`src/rtl/imem_loader_pkg.sv`:
```
// Shared constants and state encoding for the boot-time instruction-memory loader.
package imem_loader_pkg;

   localparam int unsigned LEN_BYTES  = 4;
   localparam int unsigned WORD_BYTES = 4;
   localparam int unsigned CSUM_W     = 32;
   localparam int unsigned ADDR_W     = 32;
   localparam int unsigned DATA_W     = 32;
   localparam int unsigned BYTE_W     = 8;

   typedef logic [2:0] state_t;

   localparam logic [2:0] S_LEN  = 3'd0;
   localparam logic [2:0] S_DATA = 3'd1;
   localparam logic [2:0] S_CSUM = 3'd2;
   localparam logic [2:0] S_DONE = 3'd3;
   localparam logic [2:0] S_ERR  = 3'd4;

endpackage

```
`src/rtl/imem_loader_word_packer.sv`:
```
// Little-endian byte-to-word assembler; word_valid_c/word_c are combinational on the
// accepting cycle so the parent can register the write on the same edge.
module loader_word_packer
   import imem_loader_pkg::*;
(
   input  logic              clk,
   input  logic              rst_n,
   input  logic              clear,
   input  logic              byte_valid,
   input  logic [BYTE_W-1:0] byte_data,
   output logic              word_valid_c,
   output logic [DATA_W-1:0] word_c
);

   localparam int unsigned CNT_W = $clog2(WORD_BYTES);
   localparam int unsigned SHR_W = DATA_W - BYTE_W;

   logic [CNT_W-1:0] cnt_q;
   logic [SHR_W-1:0] shift_q;

   // Newest byte enters at the top, so after three bytes the first sits in [7:0].
   always_ff @(posedge clk or negedge rst_n) begin
      if (!rst_n) begin
         cnt_q   <= '0;
         shift_q <= '0;
      end else if (clear) begin
         cnt_q   <= '0;
         shift_q <= '0;
      end else if (byte_valid) begin
         cnt_q   <= cnt_q + CNT_W'(1);
         shift_q <= {byte_data, shift_q[SHR_W-1:BYTE_W]};
      end
   end

   always_comb begin
      word_valid_c = byte_valid && (cnt_q == CNT_W'(WORD_BYTES - 1));
      word_c       = {byte_data, shift_q};
   end

endmodule

```
`src/rtl/imem_loader.sv`:
```
// Boot loader: streams a length-prefixed image into instruction memory and holds the
// core in reset until it lands. Define IMEM_LOADER_CHECKSUM_EN to verify a trailing sum.
module imem_loader
   import imem_loader_pkg::*;
#(
   parameter int unsigned IMEM_DEPTH = 1024
) (
   input  logic              clk,
   input  logic              rst_n,
   input  logic              rx_valid,
   input  logic [BYTE_W-1:0] rx_data,
   output logic              rx_ready,
   input  logic              load_req,
   output logic              imem_we,
   output logic [ADDR_W-1:0] imem_addr,
   output logic [DATA_W-1:0] imem_wdata,
   output logic              core_rst_n,
   output logic              done,
   output logic              error
);

   localparam int unsigned IDX_W = $clog2(IMEM_DEPTH + 1);

`ifdef IMEM_LOADER_CHECKSUM_EN
   localparam logic [2:0] S_AFTER = S_CSUM;
`else
   localparam logic [2:0] S_AFTER = S_DONE;
`endif

   state_t            state_q, state_d;
   logic [IDX_W-1:0]  n_q, n_d, idx_q, idx_d, idx_inc;
   logic              we_d, done_d, error_d, core_rst_n_d;
   logic [ADDR_W-1:0] addr_d;
   logic [DATA_W-1:0] wdata_d;
   logic              accept, clear, word_valid;
   logic [DATA_W-1:0] word;
`ifdef IMEM_LOADER_CHECKSUM_EN
   logic [CSUM_W-1:0] sum_q, sum_d;
`endif

   // Readiness depends on state alone so the upstream handshake never loops back.
   always_comb begin
      rx_ready = (state_q == S_LEN) || (state_q == S_DATA) || (state_q == S_CSUM);
      accept   = rx_valid && rx_ready;
      idx_inc  = idx_q + IDX_W'(1);
   end

   loader_word_packer u_packer (
      .clk          (clk),
      .rst_n        (rst_n),
      .clear        (clear),
      .byte_valid   (accept),
      .byte_data    (rx_data),
      .word_valid_c (word_valid),
      .word_c       (word)
   );

   always_comb begin
      state_d = state_q;
      n_d     = n_q;
      idx_d   = idx_q;
      we_d    = 1'b0;
      addr_d  = imem_addr;
      wdata_d = imem_wdata;
      clear   = 1'b0;
`ifdef IMEM_LOADER_CHECKSUM_EN
      sum_d   = sum_q;
`endif
      case (state_q)
         S_LEN: begin
            if (word_valid) begin
               if (word == '0) begin
                  state_d = S_AFTER;
               end else if (word > DATA_W'(IMEM_DEPTH)) begin
                  state_d = S_ERR;
               end else begin
                  n_d     = IDX_W'(word);
                  idx_d   = '0;
                  state_d = S_DATA;
               end
            end
         end
         S_DATA: begin
            if (word_valid) begin
               we_d    = 1'b1;
               addr_d  = ADDR_W'({idx_q, 2'b00});
               wdata_d = word;
               idx_d   = idx_inc;
`ifdef IMEM_LOADER_CHECKSUM_EN
               sum_d   = sum_q + CSUM_W'(word);
`endif
               if (idx_inc == n_q) state_d = S_AFTER;
            end
         end
`ifdef IMEM_LOADER_CHECKSUM_EN
         S_CSUM: begin
            if (word_valid) state_d = (CSUM_W'(word) == sum_q) ? S_DONE : S_ERR;
         end
`endif
         S_DONE, S_ERR: begin
            if (load_req) begin
               state_d = S_LEN;
               clear   = 1'b1;
               n_d     = '0;
               idx_d   = '0;
`ifdef IMEM_LOADER_CHECKSUM_EN
               sum_d   = '0;
`endif
            end
         end
         default: state_d = S_LEN;
      endcase
      done_d       = (state_d == S_DONE);
      error_d      = (state_d == S_ERR);
      core_rst_n_d = (state_d == S_DONE);
   end

   // Status flags are registered from the next state so they track state_q exactly.
   always_ff @(posedge clk or negedge rst_n) begin
      if (!rst_n) begin
         state_q    <= S_LEN;
         n_q        <= '0;
         idx_q      <= '0;
         imem_we    <= 1'b0;
         imem_addr  <= '0;
         imem_wdata <= '0;
         done       <= 1'b0;
         error      <= 1'b0;
         core_rst_n <= 1'b0;
`ifdef IMEM_LOADER_CHECKSUM_EN
         sum_q      <= '0;
`endif
      end else begin
         state_q    <= state_d;
         n_q        <= n_d;
         idx_q      <= idx_d;
         imem_we    <= we_d;
         imem_addr  <= addr_d;
         imem_wdata <= wdata_d;
         done       <= done_d;
         error      <= error_d;
         core_rst_n <= core_rst_n_d;
`ifdef IMEM_LOADER_CHECKSUM_EN
         sum_q      <= sum_d;
`endif
      end
   end

endmodule

```
`config.mk`:
```
export PLATFORM = sky130hd
export DESIGN_NAME = imem_loader
export DESIGN_NICKNAME = d
export VERILOG_FILES = /design/src/rtl/imem_loader_pkg.sv /design/src/rtl/imem_loader_word_packer.sv /design/src/rtl/imem_loader.sv
export SDC_FILE = /design/constraint.sdc
export NUM_CORES = 1
export LEC_CHECK = 0
export ABC_AREA = 1
export CORE_ASPECT_RATIO = 0.5
export CORE_UTILIZATION = 45
export DETAILED_ROUTE_END_ITERATION = 10
export GPL_TIMING_DRIVEN = 0
export PLACE_DENSITY_LB_ADDON = 0.2
export RECOVER_POWER = 100
export SYNTH_ARGS = -nofsm -noshare
export SYNTH_HDL_FRONTEND = slang
export SYNTH_HIERARCHICAL = 1
export SYNTH_SLANG_ARGS = --single-unit
```
`constraint.sdc`:
```
create_clock -name clk -period 2.27 [get_ports clk]
set_input_delay 0.454 -clock clk [delete_from_list [all_inputs] [get_ports clk]]
set_output_delay 0.454 -clock clk [all_outputs]
set_load 0.01 [all_outputs]
```
== Word level (Yosys, flattened, before mapping) ==
Index checks and enable logic that the tools add are counted.
Word-level totals
  output and inout port bits: 69
  input bits: 12
  flip-flop bits (word level): 97
Operators by class
  reduce and logical (&&, ||, !) cells: 13
  $add $sub $neg: 2
  order comparisons: 1
  eq/ne operators: 13
  mux-type cells: 25
Operators with widths (number)
  $mux W11: 8
  $mux W24: 2
  $pmux W11 S3: 1
  $gt A32 B11 Y1 const B: 1
  $logic_not A32 Y1: 1
  $pmux W11 S2: 1
  $mux W3: 6
  $add A11 B1 Y11 const B: 1
  $eq A11 B11 Y1: 1
  $eq A3 B2 Y1 const B: 3
  $pmux W3 S3: 1
  $eq A3 B3 Y1 const B: 2
  $ne A2 B2 Y1 const B: 3
  $reduce_and A6 Y1: 1
  $reduce_and A5 Y1: 1
  $mux W1: 4
  $mux W2: 2
  $ne A2 B1 Y1 const B: 2
  $reduce_bool A2 Y1: 2
  $eq A3 B1 Y1 const B: 1
  $logic_not A3 Y1: 1
  $reduce_bool A3 Y1: 1
  $add A2 B1 Y2 const B: 1
  $eq A2 B2 Y1 const B: 1
  other kinds (4): 6

== Logic depth before layout (Yosys ltp) ==
  word-level depth: 8
  depth in mapped cells: 14

== Cells and area by module ==
Netlist, hierarchy kept.
Modules (own cells, without submodules)
  imem_loader: cells each 486, area each 3692.3 um^2, instances 1
  loader_word_packer: cells each 125, area each 1265.0 um^2, instances 1

== Least setup slack after synthesis ==
Ideal clock, no wire load.
  path type: reg2reg
  from: reg state_q[2]
  to: reg n_q[3]
  data required time: 2.153 ns
  cell stages (with the launch flop): 15
  arrival time: 1.732 ns
  setup slack: 0.421 ns
  buffers on the path: 3
  clock period less this slack: 1.849 ns
  path through: dfrtp_1 -> inv_1 -> and3_1 -> buf_6 -> buf_6 -> nand2_1 -> inv_1 -> inv_1 -> nor2_1 -> inv_1 -> nand2_1 -> nand3_1 -> buf_4 -> nand2_1 -> nand2_1
Between the ends
  longest elaborated chain between the ends: 7
RTL lines
  start: declaration: RTL line imem_loader.sv:30  | state_t state_q, state_d;
  start signal: assignment: RTL line imem_loader.sv:134  | state_q <= state_d;
  $eq A3 B1 Y1 / $logic_not A3 Y1 (equally long branches): RTL line imem_loader.sv:43  | rx_ready = (state_q == S_LEN) || (state_q == S_DATA) || (state_q == S_CSUM);
  $logic_or A1 B1 Y1: RTL line imem_loader.sv:43
  $logic_or A1 B1 Y1 (*): RTL line imem_loader.sv:43
  $logic_and A1 B1 Y1 (*): RTL line imem_loader.sv:44  | accept = rx_valid && rx_ready;
  net accept: RTL line imem_loader.sv:35  | logic accept, clear, word_valid;
  $logic_and A1 B1 Y1 (*): RTL line imem_loader_word_packer.sv:36  | word_valid_c = byte_valid && (cnt_q == CNT_W'(WORD_BYTES - 1));
  net word_valid: RTL line imem_loader.sv:35
  $ne A2 B1 Y1 (no line) (*)
  $reduce_and A5 Y1 (no line) (*)
  end signal: assignment: RTL line imem_loader.sv:135  | n_q <= n_d;
  end: declaration: RTL line imem_loader.sv:31  | logic [IDX_W-1:0] n_q, n_d, idx_q, idx_d, idx_inc;
Mark *: on every way through the listed nets, which the timed path passes. The rest lies on a longest branch.
A chain may end at the register's enable or synchronous reset.

== Final worst setup path ==
  from: in rx_valid
  to: reg u_packer.shift_q[21]
Between the ends
  longest elaborated chain between the ends: 2
RTL lines
  start: declaration: RTL line imem_loader.sv:10  | input logic rx_valid,
  $logic_and A1 B1 Y1: RTL line imem_loader.sv:44
  net accept: RTL line imem_loader.sv:35
  $reduce_bool A2 Y1 (no line)
  end signal: assignment: RTL line imem_loader_word_packer.sv:31  | shift_q <= {byte_data, shift_q[SHR_W-1:BYTE_W]};
  end: declaration: RTL line imem_loader_word_packer.sv:19  | logic [SHR_W-1:0] shift_q;
The timed path passes the listed nets, and every way through them passes these cells.

==> out/results.md <==
• Final Critical Period: 2.09 ns
• period utilization: 0.919
• Final WS setup: 0.184 ns
• std cell rows: 26
• number of different library cells in the post-synthesis netlist: 31
• wire length per cell: 13.2 um
• actual slew at the worst max-slew pin: 1.23 ns
• placeable core region: 10400 um2
• synthesized netlist cell count: 611
• buffers from clock root to sink, at most: 2
• effective utilization at floorplan: 0.475
• Clock transition at path regs: 0.07 ns
• fraction of final layout cells sized beyond drive strength 1: 0.151
• startpoint of the lowest-slack register-to-register path: state_q[2]
• signed area change from the synthesized netlist to the final layout: 23.6%
• outcome: completed
• number of enable flip-flop cells after synthesis: 0
• maximum single-stage delay on the critical path: 0.43 ns
• Antenna Violating Nets Remaining: 0
• number of buffers created by CTS: 9
• leading cell type in the layout, fill and taps excluded: sky130_fd_sc_hd__nand2_1
• cell area power density: 1070 nW/um2
• cell with the most instances on the worst path: sky130_fd_sc_hd__nand2_1
• CTS tree: built
• worst-path cell chain: clkdlybuf4s50_1 -> and3_1 -> buf_6 -> buf_4 -> nor2_1 -> clkbuf_2 -> nand2_1 -> nand2_1
• worst setup path class: in2reg
• Routed Wire Length: 11.2 mm
• flop and latch count out of synthesis: 97
• slowest stage cell, crit path: sky130_fd_sc_hd__nor2_1
• die width: 150 um
• largest net degree at the start of global routing: 52
• setup violators final: 0
• total number of H-tree levels: 3
• highest-count cells in the layout ignoring fill and taps: sky130_fd_sc_hd__nand2_1 (220), sky130_fd_sc_hd__dfrtp_1 (97), sky130_fd_sc_hd__inv_1 (59)
• vias in the first global route: 3891
• Data arrival, critical path: 2.37 ns
• maximum fanout along the worst path: 11
• clock tree root buffer cell: sky130_fd_sc_hd__clkbuf_16
• worst setup slack before clock tree synthesis: -0.429 ns
• Post-synth top flop: sky130_fd_sc_hd__dfrtp_1
• grt total ovfl: 0
• Worst setup EP type: register
• share of the yosys chip area belonging to registers: 0.490
• worst ir drop on vdd: 0.558 mV
• number of vias after detailed routing: 4106
• kind of start point of the critical path: input port
• Slew Limit Fails: 0
• launch point of the critical path: rx_valid
• hold buffer count at CTS: 0
• total clock sinks: 97
• required arrival time at the worst endpoint: 2.56 ns
• leakage power total: 3.19 nW
• DRC errors left: 0
• final-stage net count: 717
• unrepaired setup endpoints after global routing: no
• worst rel slew slack: 0.182
• HPWL after detailed placement: 8.13 mm
• die footprint: 11500 um2
• Netlist Area Pre-Place: 4960 um2
• final core area utilization: 0.587
• worst skew pair latency: 0.35 ns
• count of final hold-check violations: 0
• Tightest Hold Check Type: in2async
• Highest Clock Rate: 0.479 GHz
• drt initial violations: 319
• Synth Area per Inst: 8.11 um2
• Worst R2R Setup Slack: 0.21 ns
• Vias per Instance: 4.84
• Total Routing Usage GR: 0.213
• first-pass detailed-route iteration total: 4
• final estimated routing congestion in global placement: 0.830
• total of warnings raised by yosys: 6
• I/O Pins: 81
• number of antenna violations at the first check in global routing: 0
• die boundary height: 76.2 um
• Max-cap violations: 0
• global-route wire length before repair: 18.9 mm
• async set-or-reset flop fraction in the synthesized netlist: 1.00
• Worst Skew: 0.00826 ns
• diode insertion count for antenna repair: 0
• Port Buffer Count: 59
cells by family after synthesis:
| family | count (synthesis) | share of synthesized area |
|---|---|---|
| xor gates and xnor gates | 2 | 0.00353 |
| buffers and inverters | 114 | 0.127 |
| DFF | 97 | 0.490 |
| and+or+nand+nor | 344 | 0.314 |
| adders and majority gates | 2 | 0.00505 |
| AOI/OAI and AO/OA | 51 | 0.0596 |
| other | 1 | 0.000756 |
Yosys cell counts (2+ instances only):
cell type,instances,share of area
sky130_fd_sc_hd__clkbuf_1,4,0.0030
sky130_fd_sc_hd__nand3_2,21,0.042
sky130_fd_sc_hd__buf_2,8,0.0081
sky130_fd_sc_hd__buf_4,31,0.047
sky130_fd_sc_hd__o21ai_1,5,0.0050
sky130_fd_sc_hd__o21ai_0,34,0.034
sky130_fd_sc_hd__o21ai_2,10,0.018
sky130_fd_sc_hd__buf_6,10,0.023
sky130_fd_sc_hd__nand4_1,14,0.018
sky130_fd_sc_hd__nand3_1,30,0.030
sky130_fd_sc_hd__nand2_2,2,0.0025
sky130_fd_sc_hd__xor2_1,2,0.0035
sky130_fd_sc_hd__ha_1,2,0.0050
sky130_fd_sc_hd__nor2_1,42,0.032
sky130_fd_sc_hd__nor3_1,3,0.0030
sky130_fd_sc_hd__nand2_1,221,0.17
sky130_fd_sc_hd__dfrtp_1,97,0.49
sky130_fd_sc_hd__nor2_4,2,0.0045
sky130_fd_sc_hd__inv_1,58,0.044
sky130_fd_sc_hd__nor2_2,4,0.0050
state kept, by name, indices dropped and copies added, names as in the netlist:
register / count
u_packer/shift_q: 24
idx_q: 11
imem_wdata: 32
imem_we: 1
error: 1
done: 1
state_q: 3
n_q: 11
u_packer/cnt_q: 2
imem_addr: 11
power breakdown:
part	switching (mW)	total, mW	internal (mW)
sequential	0.433	2.69	2.26
combinational	1.16	2.03	0.869
clock	0.665	1.86	1.20
through the flow:
step                      total power, mW  cells  TNS, ns  hold slack (ns)  instance area [um2]
after floorplan                      3.98    631        0            0.158                 5030
after CTS                            6.78    848        0            0.156                 6200
after detailed placement             4.88    831   -20.95            0.463                 5820
final                                6.58    848        0            0.344                 6130
after global routing                 7.04    848        0            0.465                 6130
after global placement               4.82    830  -304.74            0.456                 5800
timing repair:
item / CTS / global route
buffers inserted: 1 / 1
pin swaps: 0 / 3
setup endpoints to repair: 30 / 39
resized for setup: 1 / 3
metal layers:
metal | global-route usage | share of wire | vias to the layer above
met5 | 0 | 0 | -
met1 | 0.292 | 0.47 | 1933
met2 | 0.340 | 0.46 | 107
met4 | 0.0434 | 0.0062 | 0
met3 | 0.0551 | 0.062 | 9
li1 | - | - | 2057
critical path, delay by kind of cell:
kind | cells | cell delay, ns
buf+inv | 4 | 1.10
simple gates | 4 | 0.82
area by class of cell:
type | instances | area (um2)
fill | 981 | 4310
multi-input combinational | 420 | 1950
clock buffer | 10 | 229
clock inverter | 6 | 139
buffer | 52 | 369
tap | 140 | 175
timing repair buffer | 62 | 608
inverter | 61 | 231
sequential | 97 | 2430
worst paths after layout:
check	endpoint	cells after the start
max	u_packer/shift_q[21]	8
min	imem_wdata[27]	1
max reg2reg	u_packer/shift_q[21]	8
min reg2reg	imem_addr[3]	2
max in group asynchronous	idx_q[9]	2
min in group clk	imem_addr[3]	2
Note: power is estimated with default switching activity, not from simulation.
